$ cat config.mk
export PLATFORM = sky130hd
export DESIGN_NAME = mips_int_ctrl
export DESIGN_NICKNAME = d
export VERILOG_FILES = /design/src/rtl/mips_int_ctrl.sv
export SDC_FILE = /design/constraint.sdc
export NUM_CORES = 1
export LEC_CHECK = 0
export BUFFER_PORTS_ARGS = -buffer_cell sky130_fd_sc_hd__buf_2
export CAP_MARGIN = 10
export CORE_MARGIN = 3
export CORE_UTILIZATION = 35
export DETAILED_ROUTE_END_ITERATION = 10
export PLACE_DENSITY = 0.65
export SLEW_MARGIN = 20
export SYNTH_ARGS = -nofsm -noshare
export SYNTH_HDL_FRONTEND = slang
export SYNTH_SLANG_ARGS = --single-unit
$ cat constraint.sdc
create_clock -name clk -period 1.83 [get_ports clk]
set_clock_uncertainty 0.05 [all_clocks]
set_input_delay 0.0915 -clock clk [delete_from_list [all_inputs] [get_ports clk]]
set_output_delay 0.0915 -clock clk [all_outputs]
set_load 0.01 [all_outputs]
$ cat src/rtl/mips_int_ctrl.sv
// mips_int_ctrl
//   Vectored interrupt controller for the single-cycle MIPS core. It arbitrates
//   level-sensitive device requests and redirects the PC to a per-source vector.
//   It captures the return address in EPC and owns the global interrupt enable
//   and the per-source mask. It also sequences enter / service / return (JEPC).
//
//   Optional build macro: INT_RR_PRIORITY_EN
//     defined   -> rotating priority. The search starts at the RR pointer and
//                  wraps upward. The pointer moves to (granted id + 1).
//     undefined -> fixed priority. The lowest index wins and there is no
//                  pointer register.
//
// Ports
//   clk          in   clock
//   reset        in   asynchronous, active-high reset
//   irq          in   [NUM_IRQ] level requests, held by the device until acked
//   pc_next_in   in   [32] datapath next-PC before redirect
//   eret         in   JEPC decoded this cycle
//   ie_we/ie_wd  in   global interrupt-enable write strobe / data
//   mask_we      in   mask write strobe
//   mask_wd      in   [NUM_IRQ] mask data, 1 = source enabled
//   take_int     out  PC mux selects vector_addr this cycle
//   vector_addr  out  [32] VEC_BASE + (irq_id << VEC_STRIDE_LOG2)
//   int_ack      out  [NUM_IRQ] one-hot acknowledge, high only in TAKE
//   epc          out  [32] exception PC (JEPC target)
//   ie           out  global interrupt enable
//   in_service   out  high while a handler runs
//   irq_id       out  [clog2(NUM_IRQ)] id of the last granted source
//
// State table
//   state      | meaning
//   IDLE       | waiting for an enabled, unmasked request
//   TAKE       | one-cycle redirect to the vector, ack to the device
//   SERVICE    | handler running, no nesting, leave on eret

module mips_int_ctrl #(
    parameter int unsigned NUM_IRQ         = 4,
    parameter logic [31:0] VEC_BASE        = 32'h0000_0100,
    parameter int unsigned VEC_STRIDE_LOG2 = 4
) (
    input  logic                       clk,
    input  logic                       reset,
    input  logic [NUM_IRQ-1:0]         irq,
    input  logic [31:0]                pc_next_in,
    input  logic                       eret,
    input  logic                       ie_we,
    input  logic                       ie_wd,
    input  logic                       mask_we,
    input  logic [NUM_IRQ-1:0]         mask_wd,
    output logic                       take_int,
    output logic [31:0]                vector_addr,
    output logic [NUM_IRQ-1:0]         int_ack,
    output logic [31:0]                epc,
    output logic                       ie,
    output logic                       in_service,
    output logic [$clog2(NUM_IRQ)-1:0] irq_id
);

    localparam int ID_W = $clog2(NUM_IRQ);

    typedef enum logic [1:0] {
        ST_IDLE    = 2'd0,
        ST_TAKE    = 2'd1,
        ST_SERVICE = 2'd2
    } state_t;

    state_t             state;
    logic [NUM_IRQ-1:0] mask;
    logic [NUM_IRQ-1:0] pending;
    logic [ID_W-1:0]    winner;
    logic               found;

    assign pending = irq & mask;

`ifdef INT_RR_PRIORITY_EN
    logic [ID_W-1:0]      rr_ptr;
    logic [2*NUM_IRQ-1:0] pend_rot;
    int                   sum;

    // Rotate the pending vector so that bit 0 is the source at the pointer.
    // The first set bit then gives the offset from the pointer, and the
    // winner is that offset added back modulo NUM_IRQ.
    always_comb begin
        pend_rot = {pending, pending} >> rr_ptr;
        winner   = '0;
        found    = 1'b0;
        sum      = 0;
        for (int i = 0; i < int'(NUM_IRQ); i++) begin
            if (!found && pend_rot[i]) begin
                found = 1'b1;
                sum   = int'(rr_ptr) + i;
                if (sum >= int'(NUM_IRQ)) begin
                    sum = sum - int'(NUM_IRQ);
                end
                winner = ID_W'(sum);
            end
        end
    end
`else
    always_comb begin
        winner = '0;
        found  = 1'b0;
        for (int i = 0; i < int'(NUM_IRQ); i++) begin
            if (!found && pending[i]) begin
                found  = 1'b1;
                winner = ID_W'(i);
            end
        end
    end
`endif

    assign vector_addr = VEC_BASE + (32'(irq_id) << VEC_STRIDE_LOG2);

    // take_int, int_ack and in_service are registered at the same edge that
    // enters the corresponding state, so they exactly track the state.
    always_ff @(posedge clk or posedge reset) begin
        if (reset) begin
            state      <= ST_IDLE;
            ie         <= 1'b0;
            mask       <= '0;
            epc        <= '0;
            irq_id     <= '0;
            take_int   <= 1'b0;
            int_ack    <= '0;
            in_service <= 1'b0;
`ifdef INT_RR_PRIORITY_EN
            rr_ptr     <= '0;
`endif
        end else begin
            if (mask_we) begin
                mask <= mask_wd;
            end

            case (state)
                ST_IDLE: begin
                    if (ie_we) begin
                        ie <= ie_wd;
                    end
                    // The arbitration uses the registered ie and mask, so a
                    // write in this cycle only affects the next decision.
                    if (ie && (pending != '0)) begin
                        state    <= ST_TAKE;
                        irq_id   <= winner;
                        take_int <= 1'b1;
                        int_ack  <= {{(NUM_IRQ-1){1'b0}}, 1'b1} << winner;
`ifdef INT_RR_PRIORITY_EN
                        if (winner == ID_W'(NUM_IRQ - 1)) begin
                            rr_ptr <= '0;
                        end else begin
                            rr_ptr <= winner + 1'b1;
                        end
`endif
                    end
                end

                ST_TAKE: begin
                    // The instruction in flight completes, so the next PC it
                    // produces (including a branch target) is the return address.
                    // The hardware clear of ie overrides any software write.
                    epc        <= pc_next_in;
                    ie         <= 1'b0;
                    state      <= ST_SERVICE;
                    take_int   <= 1'b0;
                    int_ack    <= '0;
                    in_service <= 1'b1;
                end

                ST_SERVICE: begin
                    if (eret) begin
                        ie         <= 1'b1;
                        state      <= ST_IDLE;
                        in_service <= 1'b0;
                    end else if (ie_we) begin
                        ie <= ie_wd;
                    end
                end

                default: begin
                    state      <= ST_IDLE;
                    take_int   <= 1'b0;
                    int_ack    <= '0;
                    in_service <= 1'b0;
                end
            endcase
        end
    end

endmodule

Word level (Yosys, flattened, before mapping)
Cells that the tools add are included.

Reduce and logical (&&, ||, !) cells: 14. Bitwise operators: 3. Add/sub/neg operators: 1. Eq/ne operators: 4. Mux-type cells: 18. Shift-type cells: 1.

Operator list (number): $add A9 B6 Y10 const A (1); $mux W1 (8); $mux W2 (4); $pmux W4 S2 (1); $reduce_and A2 Y1 (4); $pmux W1 S3 (2); $pmux W2 S3 (1); $and A4 B4 Y4 (1); $logic_and A1 B1 Y1 (4); $mux W4 (1); $ne A2 B2 Y1 const B (2); $reduce_bool A4 Y1 (1); $shl A1 B2 Y4 const A (1); $logic_not A1 Y1 (3); $reduce_bool A3 Y1 (1); $eq A2 B1 Y1 const B (1); $eq A2 B2 Y1 const B (1); $logic_not A2 Y1 (1); $not A1 Y1 (2); $pmux W1 S2 (1).

Output and inout port bits: 73. Logic and storage cells: 49. Register bits: 47. Bits of input ports: 46.

Longest topological paths before layout
Gate-level depths: netlist of the first run.

Word-level depth: 14. Gate-level depth with buffers: 6. Gate-level depth less buffers: 5.

Worst setup path after synthesis of the first run
OpenSTA, ideal clock, no wires.

Path type: reg2reg. From: register state[1]. To: register epc[0]. Required time: 1.655 ns. Setup time: 0.125 ns. Buffers on the path: 2. Path slack: 0.149 ns. Stages on the path, launching flop included: 6. Period minus slack after synthesis: 1.681 ns. Data arrival time: 1.506 ns. Path through: dfrtp_1 > inv_1 > ha_1 > clkbuf_1 > clkbuf_1 > mux2_2.

Longest elaborated chain between the ends: 1.

RTL lines: start, declared (line 67) `state_t state;`; start signal, assigned (line 118) `state <= ST_IDLE;`; start signal, assigned (line 142) `state <= ST_TAKE;`; start signal, assigned (line 162) `state <= ST_SERVICE;`; $eq A2 B1 Y1 (line 134) `case (state)`; end signal, assigned (line 160) `epc <= pc_next_in;`; end, declared (line 53) `output logic [31:0] epc,`.

No other way between the ends. A chain may end at the register's enable or synchronous reset.

Worst setup path after layout of the first run
From: register state[0]. To: register state[1].

Longest elaborated chain between the ends: 3. Elaborated cells between the ends (all ways): 7. Those cells by class: eq/ne: 4; mux: 1; reduce/logical: 2.

RTL lines (line): $eq A2 B2 Y1 or $logic_not A2 Y1 (tied branches) (134); $ne A2 B2 Y1 (no line); $reduce_and A2 Y1 (no line).

Parallel ways exist; a longest one is shown, timed or not.

==> results of run 1 <==
worst max-delay path by stage:
stage,startpoint,to,slack (ps),cells past startpoint
finish,state[0],state[1],230,5
CTS,state[0],state[1],240,5
global route,state[0],int_ack[3],160,6
floorplan,state[1],epc[0],150,5
global placement,state[0],state[1],320,5
detailed placement,state[0],state[1],260,5
layer usage:
layer | share of wire, % | vias up | track usage, %
met5 | 0 | - | 0
met1 | 40 | 845 | 18.5
met2 | 51 | 87 | 25.0
met3 | 9.3 | 2 | 5.38
li1 | - | 824 | -
met4 | 0.39 | 0 | 3.45
cell families after synthesis:
group / synth area share (%)
AO/OA/AOI/OAI: 8.20
adder cells (fa/ha/maj): 2.26
other: 0.339
flip-flops: 53.1
buffers and inverters: 12.5
AND/OR/NAND/NOR: 5.20
multiplexers: 18.3
Yosys cell counts, types with 2 or more instances:
cell / n
dfrtp_1: 47
mux2_2: 36
buf_4: 32
nand2_1: 15
clkbuf_1: 6
o211ai_1: 6
a21oi_1: 4
ha_1: 4
inv_1: 4
nor2b_1: 4
nand4_1: 3
o22a_1: 3
a211oi_1: 2
conb_1: 2
o21ai_0: 2
where the power goes:
group | leakage, µW | internal, µW | switching [µW]
combinational | 0.000911 | 1040 | 944
clock | 0.0000612 | 442 | 337
sequential | 0.000565 | 1520 | 273
total | 0.00154 | 3000 | 1550
through the flow:
step | setup WS [ps] | power, µW | std cells | util, % | area [µm²]
after floorplan | 149 | 3020 | 207 | - | 2320
after global placement | 316 | 3700 | 339 | 44.1 | 2660
after detailed placement | 261 | 3760 | 339 | 44.1 | 2660
after CTS | 236 | 4630 | 384 | 52.2 | 3140
after global routing | 159 | 4920 | 384 | 52.2 | 3140
final | 233 | 4550 | 384 | 52.2 | 3140
critical path, stage by stage, from the launching register on:
cell and delay [ps]:
dfrtp_1 410, inv_1 80, ha_1 200, nor2b_1 180, or3b_2 470, o211ai_1 110
cell type report:
| type | instances | area [µm²] | share of cell area [%] |
|---|---|---|---|
| inverter | 4 | 15.0 | 0.478 |
| clock inverter | 2 | 35.0 | 1.11 |
| sequential | 47 | 1180 | 37.4 |
| tap | 75 | 93.8 | 2.99 |
| timing repair buffer | 132 | 876 | 27.9 |
| multi-input combinational | 118 | 865 | 27.5 |
| clock buffer | 6 | 82.6 | 2.63 |
flip-flops by register name, summed over array words and instances (netlist names):
signal / flops
epc: 32
ie: 1
in_service: 1
int_ack: 4
irq_id: 2
mask: 4
state: 2
take_int: 1
repair_timing:
action                     4_1_cts  5_1_grt
hold buffers                    37        0
hold endpoints to repair        53        0
setup endpoints to repair        0        0
==> flow_summary.ini, run 1 <==
[outcome]
outcome = finished, final reports clean

[die]
core_area_um2 = 6030
die_area_um2 = 7310
die_x_um = 85.5
rows = 28
die_y_um = 85.5
io_pins = 119
initial_core_util_pct = 36.7

[cells_and_area]
nNetsFinal = 358
drive_gt1_share_pct = 46.0
area_growth_pct = 42.0
fillCellCount = 548
layout_common_cells = buf_2 (88), dfrtp_1 (47), dlygate4sd3_1 (37)
final_common_cell = buf_2
n_antenna_cell = 0

[synthesis]
ys_async_sr_fraction_pct = 100
synth_top_cell_area_share_pct = 53.1
yosys_warnings = 0
synthCells = 179
ys_seq_area_share_pct = 53.1
synthFlopType = dfrtp_1
yosys_register_bits = 47
synth_edf_count = 0
synth.avg_cell_area_um2 = 12.4
yosysUniqueCellTypes = 24
synth_area_leaders = dfrtp_1 (53%), mux2_2 (18%), buf_4 (11%)
synth_area_um2 = 2210
synth_top_area_cell = dfrtp_1

[sta]
finalHoldViolations = 0
grt_setup_unrepaired = no
fmax_mhz = 626
fin_crit_ps = 1600
fin_tns_setup_ps = 0
finalSetupViolations = 0
hold_ws_ps = 54.9
maxSlewViolCount = 0
fin_crit_sh_pct = 87.2

[routing]
wl_um = 5080
postRouteAntennaNets = 0
wl_per_cell_um = 13.2
drt-pass1-iter-count = 4
drc = 0
drtIter0Drc = 66
num_vias = 1758
vias_per_cell = 4.58

[cts]
htreeDepth = 2
cts_buffers = 5
cts.repair.resized = 0
cts_buffer_depth = 2
cts_tree = yes
post_cts_buffers = 0
cts_root_buffer = clkbuf_8
cts.sinks = 47
path_clk_slew_ps = 80
clkLatencyLatePin_ps = 290

[power]
p_leak_uw = 0.00154
pwr_density_cell_nw_per_um2 = 1450
ir_drop_mv = 0.706

[global_route]
grt_pass1_wl_um = 8670
antenna_found_initial = 0
grt_max_degree = 21
overflow = 0
first_global_vias = 1844
track_usage_pct = 14.9

[setup_path]
cp.arrival_ps = 1750
reg2reg_from = state[0]
path_max_fanout = 6
reg2regPathDepth = 5
start_kind = register
cp-end-kind = register
timing.rr.end = state[1]
cp_data_required_time_ps = 1980
reg2reg_slack_ps = 230
crit_type = reg2reg

[place]
gp_congestion = 0.838
io_buffer_count = 88
dp_hpwl_um = 3670

[worst_hold_path]
hold_end = mask[2]
min-delay-start = mask_we
holdPathStages = 2
min_path_type = in2reg

[run]
maxCapViolCount = 0
(Power assumes the default switching activity.)
==> run 2: changes to the inputs <==
--- a/config.mk
+++ b/config.mk
@@ -7,10 +7,12 @@
 export LEC_CHECK = 0
 export BUFFER_PORTS_ARGS = -buffer_cell sky130_fd_sc_hd__buf_2
 export CAP_MARGIN = 10
+export CELL_PAD_IN_SITES_DETAIL_PLACEMENT = 1
+export CELL_PAD_IN_SITES_GLOBAL_PLACEMENT = 1
 export CORE_MARGIN = 3
-export CORE_UTILIZATION = 35
+export CORE_UTILIZATION = 33
 export DETAILED_ROUTE_END_ITERATION = 10
-export PLACE_DENSITY = 0.65
+export PLACE_DENSITY_LB_ADDON = 0.1
 export SLEW_MARGIN = 20
 export SYNTH_ARGS = -nofsm -noshare
 export SYNTH_HDL_FRONTEND = slang
==> run 2 against run 1 <==
Against the previous run: worst hold slack better by 1.5 ps; combinational power about the same; core utilization shrank 3.2 points; routed wire length increased by 11%; sequential power hardly changed; via count is 0.63% higher; critical path depth stayed put; final area grew 0.12%; clock-buffer cell count down 1; sequential cell count unchanged; maximum frequency is 1.1% higher; global-route usage rose by 0.70 points; critical path type unchanged.
==> flow_summary.ini, run 2 (synthesis results as in run 1) <==
[cts]
cts_buffers = 5
cts_root_buffer = clkbuf_8
cts_buffer_depth = 2
clkLatencyLatePin_ps = 300
htreeDepth = 2
path_clk_slew_ps = 90
cts.sinks = 47
cts_tree = yes
post_cts_buffers = 0

[setup_path]
cp_data_required_time_ps = 2000
cp_top_family = simple AND/OR/NAND/NOR gates
crit_type = reg2reg
path_buf_inv = 2
reg2reg_from = state[0]
crit_chain = inv_1 -> ha_1 -> buf_4 -> or3b_2 -> o211ai_1
cp-end-kind = register
start_kind = register
timing.rr.end = state[1]
critPathSlowestCell = or3b_2
slowest_delay_ps = 480
cp.arrival_ps = 1750
reg2regPathDepth = 5
path_max_fanout = 7
reg2reg_slack_ps = 250

[routing]
dr_wl_met3_um = 368
drt-pass1-iter-count = 4
drc = 0
postRouteAntennaNets = 0
top_layer = met4
vias_per_cell = 4.59
wl_per_cell_um = 14.6
wl_met1_um = 2120
drtIter0Drc = 42
wl_um = 5620
num_vias = 1769
wl_met2_um = 3060

[cells_and_area]
largest_reg_flops = 32
layout_common_cells = buf_2 (88), dfrtp_1 (47), dlygate4sd3_1 (37)
nNetsFinal = 358
drive_gt1_share_pct = 45.8
n_antenna_cell = 0
largest_registers = epc (32), int_ack (4), mask (4)
fillCellCount = 739
area_growth_pct = 42.2
final_common_cell = buf_2
regMostFlops = epc

[die]
die_x_um = 87.9
initial_core_util_pct = 34.5
io_pins = 119
die_y_um = 87.9
die_area_um2 = 7730
core_area_um2 = 6420
rows = 29

[sta]
finalSetupViolations = 0
finalHoldViolations = 0
fin_tns_setup_ps = 0
grt_setup_unrepaired = no
maxSlewViolCount = 0
fin_crit_sh_pct = 86.3
fin_crit_ps = 1580
fmax_mhz = 633

[global_route]
overflow = 0
grt_pass1_wl_um = 9270
grt_max_degree = 30
antenna_found_initial = 0
track_usage_pct = 15.6
first_global_vias = 1894

[worst_hold_path]
holdPathStages = 2
hold_end = mask[1]
min-delay-start = mask_we
min_path_type = in2reg

[outcome]
outcome = finished, final reports clean

[place]
gp_congestion = 0.731
io_buffer_count = 88
dp_hpwl_um = 3860

[power]
p_leak_uw = 0.00153
fin_total_pwr_uw = 4540
pwr_density_cell_nw_per_um2 = 1440
ir_drop_mv = 0.564

[run]
maxCapViolCount = 0
==> run 2: worst max-delay path by stage <==
stage              from  cells past startpoint  slack (ps)       end
6_report       state[0]                      5         250  state[1]
5_1_grt        state[0]                      5         160  state[1]
4_1_cts        state[0]                      5         240  state[1]
3_5_place_dp   state[0]                      5         260  state[1]
3_3_place_gp   state[0]                      5         300  state[1]
2_1_floorplan  state[1]                      5         150    epc[0]
==> run 2: final cells by class <==
type / instances / area [µm²] / share of cell area [%]
timing repair buffer: 132 / 888 / 28.2
multi-input combinational: 118 / 865 / 27.5
sequential: 47 / 1180 / 37.4
clock inverter: 2 / 37.5 / 1.19
inverter: 4 / 15.0 / 0.477
tap: 77 / 96.3 / 3.06
clock buffer: 5 / 68.8 / 2.19
==> run 2: worst reg2reg max path, cell delays in order (launching register included) <==
cell and delay [ps]:
dfrtp_1 400, inv_1 80, ha_1 240, buf_4 170, or3b_2 480, o211ai_1 90
==> run 2: where the power goes <==
group / internal, µW / leakage (µW) / switching [µW]
combinational: 1050 / 0.000915 / 958
sequential: 1520 / 0.000565 / 266
clock: 399 / 0.0000502 / 342
total: 2970 / 0.00153 / 1570
==> run 2: timing repair <==
| action | 4_1_cts | 5_1_grt |
|---|---|---|
| endpoints found under the hold margin | 54 | 0 |
| gates resized for setup | 0 | 0 |
| hold buffers | 37 | 0 |
| endpoints found under the setup margin | 0 | 0 |
==> run 2: routing by layer <==
| metal | up-vias | GRT usage, % |
|---|---|---|
| li1 | 823 | - |
| met5 | - | 0 |
| met2 | 65 | 28.9 |
| met3 | 6 | 4.23 |
| met4 | 0 | 4.60 |
| met1 | 875 | 17.4 |
==> run 2: per-stage QoR <==
stage          std cells  setup WS, ps  hold slack, ps  cell area, µm²  util, %
2_1_floorplan        207           149             193            2320        -
6_report             385           251            56.4            3150     49.0
4_1_cts              385           241            56.9            3150     49.0
5_1_grt              385           164            61.4            3150     49.0
3_3_place_gp         341           302            77.8            2670     41.6
3_5_place_dp         341           259            65.1            2670     41.6
==> run 3: changes to the inputs <==
--- a/config.mk
+++ b/config.mk
@@ -13,7 +13,8 @@
 export CORE_UTILIZATION = 33
 export DETAILED_ROUTE_END_ITERATION = 10
 export PLACE_DENSITY_LB_ADDON = 0.1
-export SLEW_MARGIN = 20
+export REMOVE_ABC_BUFFERS = 1
+export SLEW_MARGIN = 30
 export SYNTH_ARGS = -nofsm -noshare
 export SYNTH_HDL_FRONTEND = slang
 export SYNTH_SLANG_ARGS = --single-unit
==> run 3 against run 2 <==
Against the previous run: sequential power hardly changed; first-iteration DRC count is 2.4% higher; non-clock buffer count stayed put; via count is 3.4% lower; routed wire length is 0.78% lower; sequential cell count stayed put; largest cell class unchanged; highest routed layer unchanged.
==> flow_summary.ini, run 3 (synthesis results as in run 1) <==
[cells_and_area]
area_growth_pct = 42.3
n_antenna_cell = 0
seqCellArea_um2 = 1180
largest_reg_flops = 32
nNetsFinal = 358
layout_common_cells = buf_2 (88), dfrtp_1 (47), dlygate4sd3_1 (37)
regMostFlops = epc
final_common_cell = buf_2
drive_gt1_share_pct = 46.0
largest_registers = epc (32), int_ack (4), mask (4)
multi_input_area_um2 = 865
fillCellCount = 722

[die]
io_pins = 119
die_x_um = 87.9
die_y_um = 87.9
initial_core_util_pct = 34.5
die_area_um2 = 7730
rows = 29
core_area_um2 = 6420

[setup_path]
crit_type = reg2reg
path_buf_inv = 1
cp_top_family = simple AND/OR/NAND/NOR gates
path_max_fanout = 6
reg2regPathDepth = 5
cp-end-kind = register
slowest_delay_ps = 480
cp.arrival_ps = 1750
cp.depth = 5
cp_data_required_time_ps = 1990
critPathSlowestCell = or3b_2
crit_chain = inv_1 -> ha_1 -> nor2b_1 -> or3b_2 -> o211ai_1
start_kind = register

[sta]
finalHoldViolations = 0
fmax_mhz = 629
layout_setup_ws_ps = 241
fin_crit_sh_pct = 86.8
maxSlewViolCount = 0
grt_setup_unrepaired = no
fin_crit_ps = 1590
hold_ws_ps = 51.5
finalSetupViolations = 0

[worst_hold_path]
min_path_type = in2reg
holdPathStages = 2

[cts]
cts_tree = yes
cts_buffers = 5
cts_root_buffer = clkbuf_8
post_cts_buffers = 0
cts.repair.resized = 0
clkLatencyLatePin_ps = 290
cts_buffer_depth = 2
cts.sinks = 47
htreeDepth = 2
path_clk_slew_ps = 90
hold_buffers = 37

[routing]
wl_per_cell_um = 14.5
drt-pass1-iter-count = 4
num_vias = 1708
vias_per_cell = 4.42
postRouteAntennaNets = 0
drc = 0
wl_um = 5580
drtIter0Drc = 43

[global_route]
antenna_found_initial = 0
grt_max_degree = 28
grt_pass1_wl_um = 8890
overflow = 0
first_global_vias = 1835
track_usage_pct = 14.7

[place]
gp_congestion = 0.740
io_buffer_count = 88
pre_cts_slack_ps = 262
dp_hpwl_um = 3940

[outcome]
outcome = finished, final reports clean

[power]
pwr_density_cell_nw_per_um2 = 1460
p_leak_uw = 0.00154
ir_drop_mv = 0.709

[run]
maxCapViolCount = 0
==> run 3: power breakdown <==
group	switching (µW)	leakage (µW)	internal, µW
registers	271	0.000565	1520
clock network	352	0.0000618	450
logic	960	0.000911	1040
total	1580	0.00154	3010
==> run 3: worst paths after layout <==
check	slack (ps)	from	end
worst max-delay path	240	state[0]	state[1]
worst min-delay path	50	mask_we	mask[3]
worst max register to register	240	state[0]	state[1]
worst min register to register	460	epc[20]	epc[20]
max in group asynchronous	880	reset	epc[14]
min in group asynchronous	270	reset	epc[17]
==> run 3: worst reg2reg max path, cell delays in order (launching register included) <==
cell,delay [ps]
dfrtp_1,410
inv_1,80
ha_1,210
nor2b_1,190
or3b_2,480
o211ai_1,100
==> run 3: area by class of cell <==
type	instances	area share, %
clock buffer	6	2.62
clock inverter	2	1.23
inverter	4	0.477
multi-input combinational	118	27.5
sequential	47	37.3
tap	77	3.06
timing repair buffer	132	27.8
==> run 3: stage by stage <==
step           util [%]  TNS, ps  instance area (µm²)  cells  power, µW
5_1_grt            49.0        0                 3150    386       4960
2_1_floorplan         -    -2480                 2060    169       2930
3_3_place_gp       41.4        0                 2660    341       3740
3_5_place_dp       41.4        0                 2660    341       3780
4_1_cts            49.0        0                 3150    386       4660
6_report           49.0        0                 3150    386       4590
==> run 3: routing by layer <==
| layer | vias to the layer above | track usage, % | part of all wire [%] |
|---|---|---|---|
| li1 | 816 | - | - |
| met3 | 4 | 4.42 | 6.5 |
| met2 | 63 | 25.4 | 51 |
| met1 | 825 | 18.1 | 42 |
| met5 | - | 0 | 0 |
| met4 | 0 | 3.49 | 0.79 |
